**src/rtl/parity_serial_receiver_pkg.sv**
```systemverilog
// ---------------------------------------------------------------------------
// parity_link_pkg
//   Shared definitions for the slow-clock parity serial link receiver:
//   default frame geometry, parity sense, error counter width, FSM encoding
//   and the bit counter width derived from the frame width.
// ---------------------------------------------------------------------------
package parity_link_pkg;

   localparam int PKG_DATA_W    = 7;
   localparam int PKG_FRAME_W   = PKG_DATA_W + 1;
   localparam int PKG_ODD_PAR   = 1;
   localparam int PKG_ERR_CNT_W = 8;

   // Bit counter counts 0..FRAME_W-1
   localparam int PKG_BIT_CNT_W = $clog2(PKG_FRAME_W);

   // Binary encoded receive FSM
   typedef enum logic [1:0] {
      ST_IDLE  = 2'd0,
      ST_SHIFT = 2'd1,
      ST_CHECK = 2'd2
   } rx_state_t;

endpackage

```
**src/rtl/parity_serial_receiver_sat_counter.sv**
```systemverilog
// ---------------------------------------------------------------------------
// sat_counter
//   Up counter that sticks at all-ones instead of wrapping.
//   Ports:
//     i_clk    clock, posedge
//     i_rst_n  synchronous reset, active-low (clears count)
//     i_inc    increment request for this cycle
//     o_count  current count
// ---------------------------------------------------------------------------
module sat_counter #(
   parameter int W = 8
) (
   input  logic         i_clk,
   input  logic         i_rst_n,
   input  logic         i_inc,
   output logic [W-1:0] o_count
);

   logic [W-1:0] r_count;

   always_ff @(posedge i_clk) begin
      if (!i_rst_n)
         r_count <= '0;
      else if (i_inc && (r_count != {W{1'b1}}))
         r_count <= r_count + W'(1);
   end

   assign o_count = r_count;

endmodule

```
**src/rtl/parity_serial_receiver.sv**
```systemverilog
// ---------------------------------------------------------------------------
// parity_serial_receiver
//   Receiving end of the slow-clock parity serial link. Shifts in one frame
//   LSB-first (DATA_W data bits then a parity bit), checks parity over the
//   whole frame, presents the result and pulses data_valid for one cycle.
//   Ports:
//     CLK100MHZ     system clock, posedge
//     resetSW_n     synchronous reset, active-low
//     bit_tick      bit-rate enable; serial_in sampled when high (SHIFT only)
//     frame_start   strobe: the next accepted tick samples frame bit 0
//     serial_in     serial data line, LSB first
//     data_out      data bits of the last completed frame
//     parity_out    received parity bit of the last completed frame
//     parity_err    last completed frame failed the parity check
//     data_valid    one-cycle pulse when the result outputs update
//     busy          high while in SHIFT or CHECK
//     restart_flag  sticky: a frame was restarted mid-frame
//     err_count     saturating count of frames with a parity error
// ---------------------------------------------------------------------------
module parity_serial_receiver
   import parity_link_pkg::*;
#(
   parameter int DATA_W    = PKG_DATA_W,
   parameter int ODD_PAR   = PKG_ODD_PAR,
   parameter int ERR_CNT_W = PKG_ERR_CNT_W
) (
   input  logic                 CLK100MHZ,
   input  logic                 resetSW_n,
   input  logic                 bit_tick,
   input  logic                 frame_start,
   input  logic                 serial_in,
   output logic [DATA_W-1:0]    data_out,
   output logic                 parity_out,
   output logic                 parity_err,
   output logic                 data_valid,
   output logic                 busy,
   output logic                 restart_flag,
   output logic [ERR_CNT_W-1:0] err_count
);

   localparam int FRAME_W = DATA_W + 1;
   localparam int CNT_W   = $clog2(FRAME_W);

   rx_state_t          r_state;
   logic [FRAME_W-1:0] r_sreg;
   logic [CNT_W-1:0]   r_bit_cnt;
   logic [DATA_W-1:0]  r_data;
   logic               r_parity;
   logic               r_perr;
   logic               r_valid;
   logic               r_busy;
   logic               r_restart;

   rx_state_t          w_state_nxt;
   logic               w_shift;
   logic               w_cnt_clr;
   logic               w_restart;
   logic               w_load;
   logic [FRAME_W-1:0] w_sreg_nxt;
   logic               w_err;

   // Frame content as it will be once the current bit is shifted in
   assign w_sreg_nxt = {serial_in, r_sreg[FRAME_W-1:1]};
   assign w_err      = (^w_sreg_nxt) != 1'(ODD_PAR);

   // Next-state and control decode
   always_comb begin
      w_state_nxt = r_state;
      w_shift     = 1'b0;
      w_cnt_clr   = 1'b0;
      w_restart   = 1'b0;
      w_load      = 1'b0;
      case (r_state)
         ST_IDLE: begin
            // A tick coincident with frame_start is deliberately not sampled
            if (frame_start) begin
               w_state_nxt = ST_SHIFT;
               w_cnt_clr   = 1'b1;
            end
         end
         ST_SHIFT: begin
            if (frame_start) begin
               // Abort: the coincident tick is dropped, bit 0 comes next
               w_cnt_clr = 1'b1;
               w_restart = 1'b1;
            end else if (bit_tick) begin
               w_shift = 1'b1;
               if (r_bit_cnt == CNT_W'(FRAME_W - 1)) begin
                  w_state_nxt = ST_CHECK;
                  // Results are captured on the same edge as the last bit so
                  // they are visible together with data_valid in CHECK
                  w_load      = 1'b1;
               end
            end
         end
         ST_CHECK: begin
            if (frame_start) begin
               w_state_nxt = ST_SHIFT;
               w_cnt_clr   = 1'b1;
            end else begin
               w_state_nxt = ST_IDLE;
            end
         end
         default: w_state_nxt = ST_IDLE;
      endcase
   end

   // State and datapath registers
   always_ff @(posedge CLK100MHZ) begin
      if (!resetSW_n) begin
         r_state   <= ST_IDLE;
         r_sreg    <= '0;
         r_bit_cnt <= '0;
         r_data    <= '0;
         r_parity  <= 1'b0;
         r_perr    <= 1'b0;
         r_valid   <= 1'b0;
         r_busy    <= 1'b0;
         r_restart <= 1'b0;
      end else begin
         r_state <= w_state_nxt;
         r_busy  <= (w_state_nxt != ST_IDLE);
         r_valid <= w_load;

         if (w_cnt_clr)
            r_bit_cnt <= '0;
         else if (w_shift)
            r_bit_cnt <= r_bit_cnt + CNT_W'(1);

         if (w_shift)
            r_sreg <= w_sreg_nxt;

         if (w_load) begin
            r_data   <= w_sreg_nxt[DATA_W-1:0];
            r_parity <= w_sreg_nxt[FRAME_W-1];
            r_perr   <= w_err;
         end

         if (w_restart)
            r_restart <= 1'b1;
      end
   end

   sat_counter #(
      .W (ERR_CNT_W)
   ) u_err_cnt (
      .i_clk   (CLK100MHZ),
      .i_rst_n (resetSW_n),
      .i_inc   (w_load && w_err),
      .o_count (err_count)
   );

   assign data_out     = r_data;
   assign parity_out   = r_parity;
   assign parity_err   = r_perr;
   assign data_valid   = r_valid;
   assign busy         = r_busy;
   assign restart_flag = r_restart;

endmodule
```
**config.mk**
```make
export PLATFORM = sky130hd
export DESIGN_NAME = parity_serial_receiver
export DESIGN_NICKNAME = d
export VERILOG_FILES = /design/src/rtl/parity_serial_receiver_pkg.sv /design/src/rtl/parity_serial_receiver_sat_counter.sv /design/src/rtl/parity_serial_receiver.sv
export SDC_FILE = /design/constraint.sdc
export NUM_CORES = 1
export LEC_CHECK = 0
export CAP_MARGIN = 20
export CORE_MARGIN = 1.5
export CORE_UTILIZATION = 50
export DETAILED_ROUTE_END_ITERATION = 10
export PLACE_DENSITY = 0.81
export REMOVE_ABC_BUFFERS = 1
export SLEW_MARGIN = 10
export SYNTH_ARGS = -nofsm -noshare
export SYNTH_HDL_FRONTEND = slang
export SYNTH_SLANG_ARGS = --single-unit
```
**constraint.sdc**
```tcl
create_clock -name CLK100MHZ -period 2.13 [get_ports CLK100MHZ]
set_clock_uncertainty 0.05 [all_clocks]
set_input_delay 0.3195 -clock CLK100MHZ [delete_from_list [all_inputs] [get_ports CLK100MHZ]]
set_output_delay 0.3195 -clock CLK100MHZ [all_outputs]
set_load 0.005 [all_outputs]
```
==> impl_metrics.ini <==
[run_status]
status = finished clean

[placement]
io_buffers = 24
dp_hpwl_microns = 2040
placed_cell_area_sq_um = 1670
gp_congestion = 0.849

[sta]
slew_viol_final = 0
min_period_ns = 1.86
hold_viol_final = 0
max-slew-margin-rel = 0.748
fmax_mhz = 539
hold_ws_ns = 0.410
setup_viol = 0
fin_crit_sh = 0.871
worstMarginPinSlew_ns = 0.377
rsz0062_at_grt = false

[synthesis]
ys_types = 30
postSynthAreaPerCell_sq_um = 8.39
synth_area_sq_um = 1330
ys_seq_area_frac = 0.483
yosys_warnings = 0
synthTopCellsByArea = dfxtp_1 (48%), nand2_1 (12%), a21oi_1 (8.7%)
ys_ff_latch = 32
synth.most_common_cell = nand2_1
synth_top_cell_area_share = 0.483
synth_edf_count = 0
syn_inst = 158
ys_top_cells_by_count = nand2_1 (44), dfxtp_1 (32), a21oi_1 (23)
yosysTopAreaCell = dfxtp_1
yosys_most_used_dff = dfxtp_1
synthArstFlopShare = 0

[clocking]
worst_skew_pair.late_latency_ns = 0.33
post_cts_buffers = 0
post_cts_resize_count = 0
root_buffer = clkbuf_4
cts.sinks = 32
htree_levels = 2
cts_tree = built
clk_pin_slew_ns = 0.10
clockBufferDepth = 2
numCtsBuffers = 5
cts_hold_buf = 0

[die]
start_util = 0.530
dieArea_sq_um = 2970
core.rowCount = 18
core_area_sq_um = 2500
fp.dieW_microns = 54.5
io_pins = 25
die_h_microns = 54.5

[power]
p_per_area_nw_per_um2 = 645
p_leak_nw = 0.634
vdd_drop_max_uv = 682
finalPower_mw = 1.13

[critical_path]
critical_path_required_ns = 2.35
worstSetupPathType = primary input to register
endpoint_kind = register
cp.arrival_ns = 2.08
max_stage_delay_ns = 0.49
critical_path.most_common_cell = xnor2_1
cp_cell_sequence = clkdlybuf4s50_1 -> xor2_1 -> xnor2_1 -> xnor2_1 -> buf_4 -> or4_1 -> a21oi_1
cpMaxStageDelayCell = clkdlybuf4s50_1
critPathLaunchType = primary input
cpLargestDelayFamily = buffers and inverters
ff2ff_setup_slack_ns = 0.29
critPathMaxFanout = 5
crit_buf_inv = 2

[cells_and_area]
fin_area_sq_um = 1750
fin_util = 0.701
multi_input_area_sq_um = 653
num_antenna_cells = 0
nets = 204
register_area_sq_um = 641
area_delta_synth_final_pct = 32.3
drive_above_1_share = 0.117
fill_cells = 213

[drt]
wl_met2_microns = 1320
dr.pass1.iters = 4
routed_wl_microns = 2700
vias = 1168
top_layer = met4
wl_per_cell_microns = 11.9
ant_nets = 0
via_per_inst = 5.15
drt_iter0_markers = 41
route.detailed.drc = 0
dr_wl_met3_microns = 136
m1WireLength_microns = 1210

[hold_path]
hold_path.class = register to register

[grt]
grt_pass1_vias = 1019
grt_pass1_wl_microns = 4290
grt_remaining_overflow = 0
grt_max_degree = 15
groute.usage.overall = 0.206
antenna_found_initial = 0

[job]
maxCapViolCount = 0
layout make-up:
| type | count | area share |
|---|---|---|
| clock buffer | 5 | 0.0214 |
| clock inverter | 3 | 0.0243 |
| inverter | 3 | 0.00642 |
| multi-input combinational | 118 | 0.373 |
| sequential | 32 | 0.365 |
| tap | 30 | 0.0214 |
| timing repair buffer | 36 | 0.188 |
placed cells by master (no fill, tap or decap), drive strengths merged, types with 2 or more instances in the layout:
cell,n
mux2i,2
clkbuf,5
ha,3
a21oi,23
nor3,5
dfxtp,32
inv,3
and2,2
clkdlybuf4s50,24
nand2,44
nor2,7
xnor2,7
nand3b,3
and3,3
buf,12
nand2b,2
o31ai,2
or4,2
o21ai,2
cell families (layout without fill, tap and decap cells):
group / count (synthesis) / count (layout) / share of synthesized area
fa+ha+maj: 3 / 3 / 0.0283
buf+inv: 8 / 47 / 0.0236
xor+xnor: 8 / 8 / 0.0529
simple gates: 74 / 74 / 0.265
mux: 2 / 2 / 0.0151
compound gates: 31 / 31 / 0.131
flops: 32 / 32 / 0.483
tightest hold or removal path: stages (launching register included):
cell and delay (ns):
dfxtp_1 0.32, nand2_1 0.05, a21oi_1 0.05
final timing paths:
| kind | cells after the start | end | startpoint |
|---|---|---|---|
| max reg2reg | 7 | u_err_cnt.o_count[6]$_SDFFE_PN0P_ | r_bit_cnt[0]$_SDFFE_PP0P_ |
| min reg2reg | 2 | data_out[5]$_SDFFE_PN0P_ | data_out[5]$_SDFFE_PN0P_ |
| max | 7 | u_err_cnt.o_count[2]$_SDFFE_PN0P_ | serial_in |
| min | 2 | data_out[5]$_SDFFE_PN0P_ | data_out[5]$_SDFFE_PN0P_ |
per-layer routing:
metal	GRT usage	up-vias
met5	0	-
met4	0.0875	0
met3	0.0574	5
met2	0.339	28
met1	0.252	522
li1	-	613
state kept, by name (all words and copies together), names as in the netlist:
signal,cells
r_state,2
r_sreg,7
data_out,7
parity_err,1
data_valid,1
busy,1
u_err_cnt.o_count,8
restart_flag,1
r_bit_cnt,3
parity_out,1
power by group:
group	switching (mW)	internal (mW)	total (mW)
clock	0.214	0.245	0.458
combinational	0.0330	0.0333	0.0663
sequential	0.00289	0.603	0.606
per-stage QoR:
step	cells	TNS, ns	worst slack [ns]
CTS	227	0	0.265
global route	227	0	0.131
global placement	219	-0.109	-0.0618
detailed placement	219	-0.212	-0.0928
floorplan	153	0	0.190
finish	227	0	0.274
No activity file was read; power rests on OpenSTA's default activity.
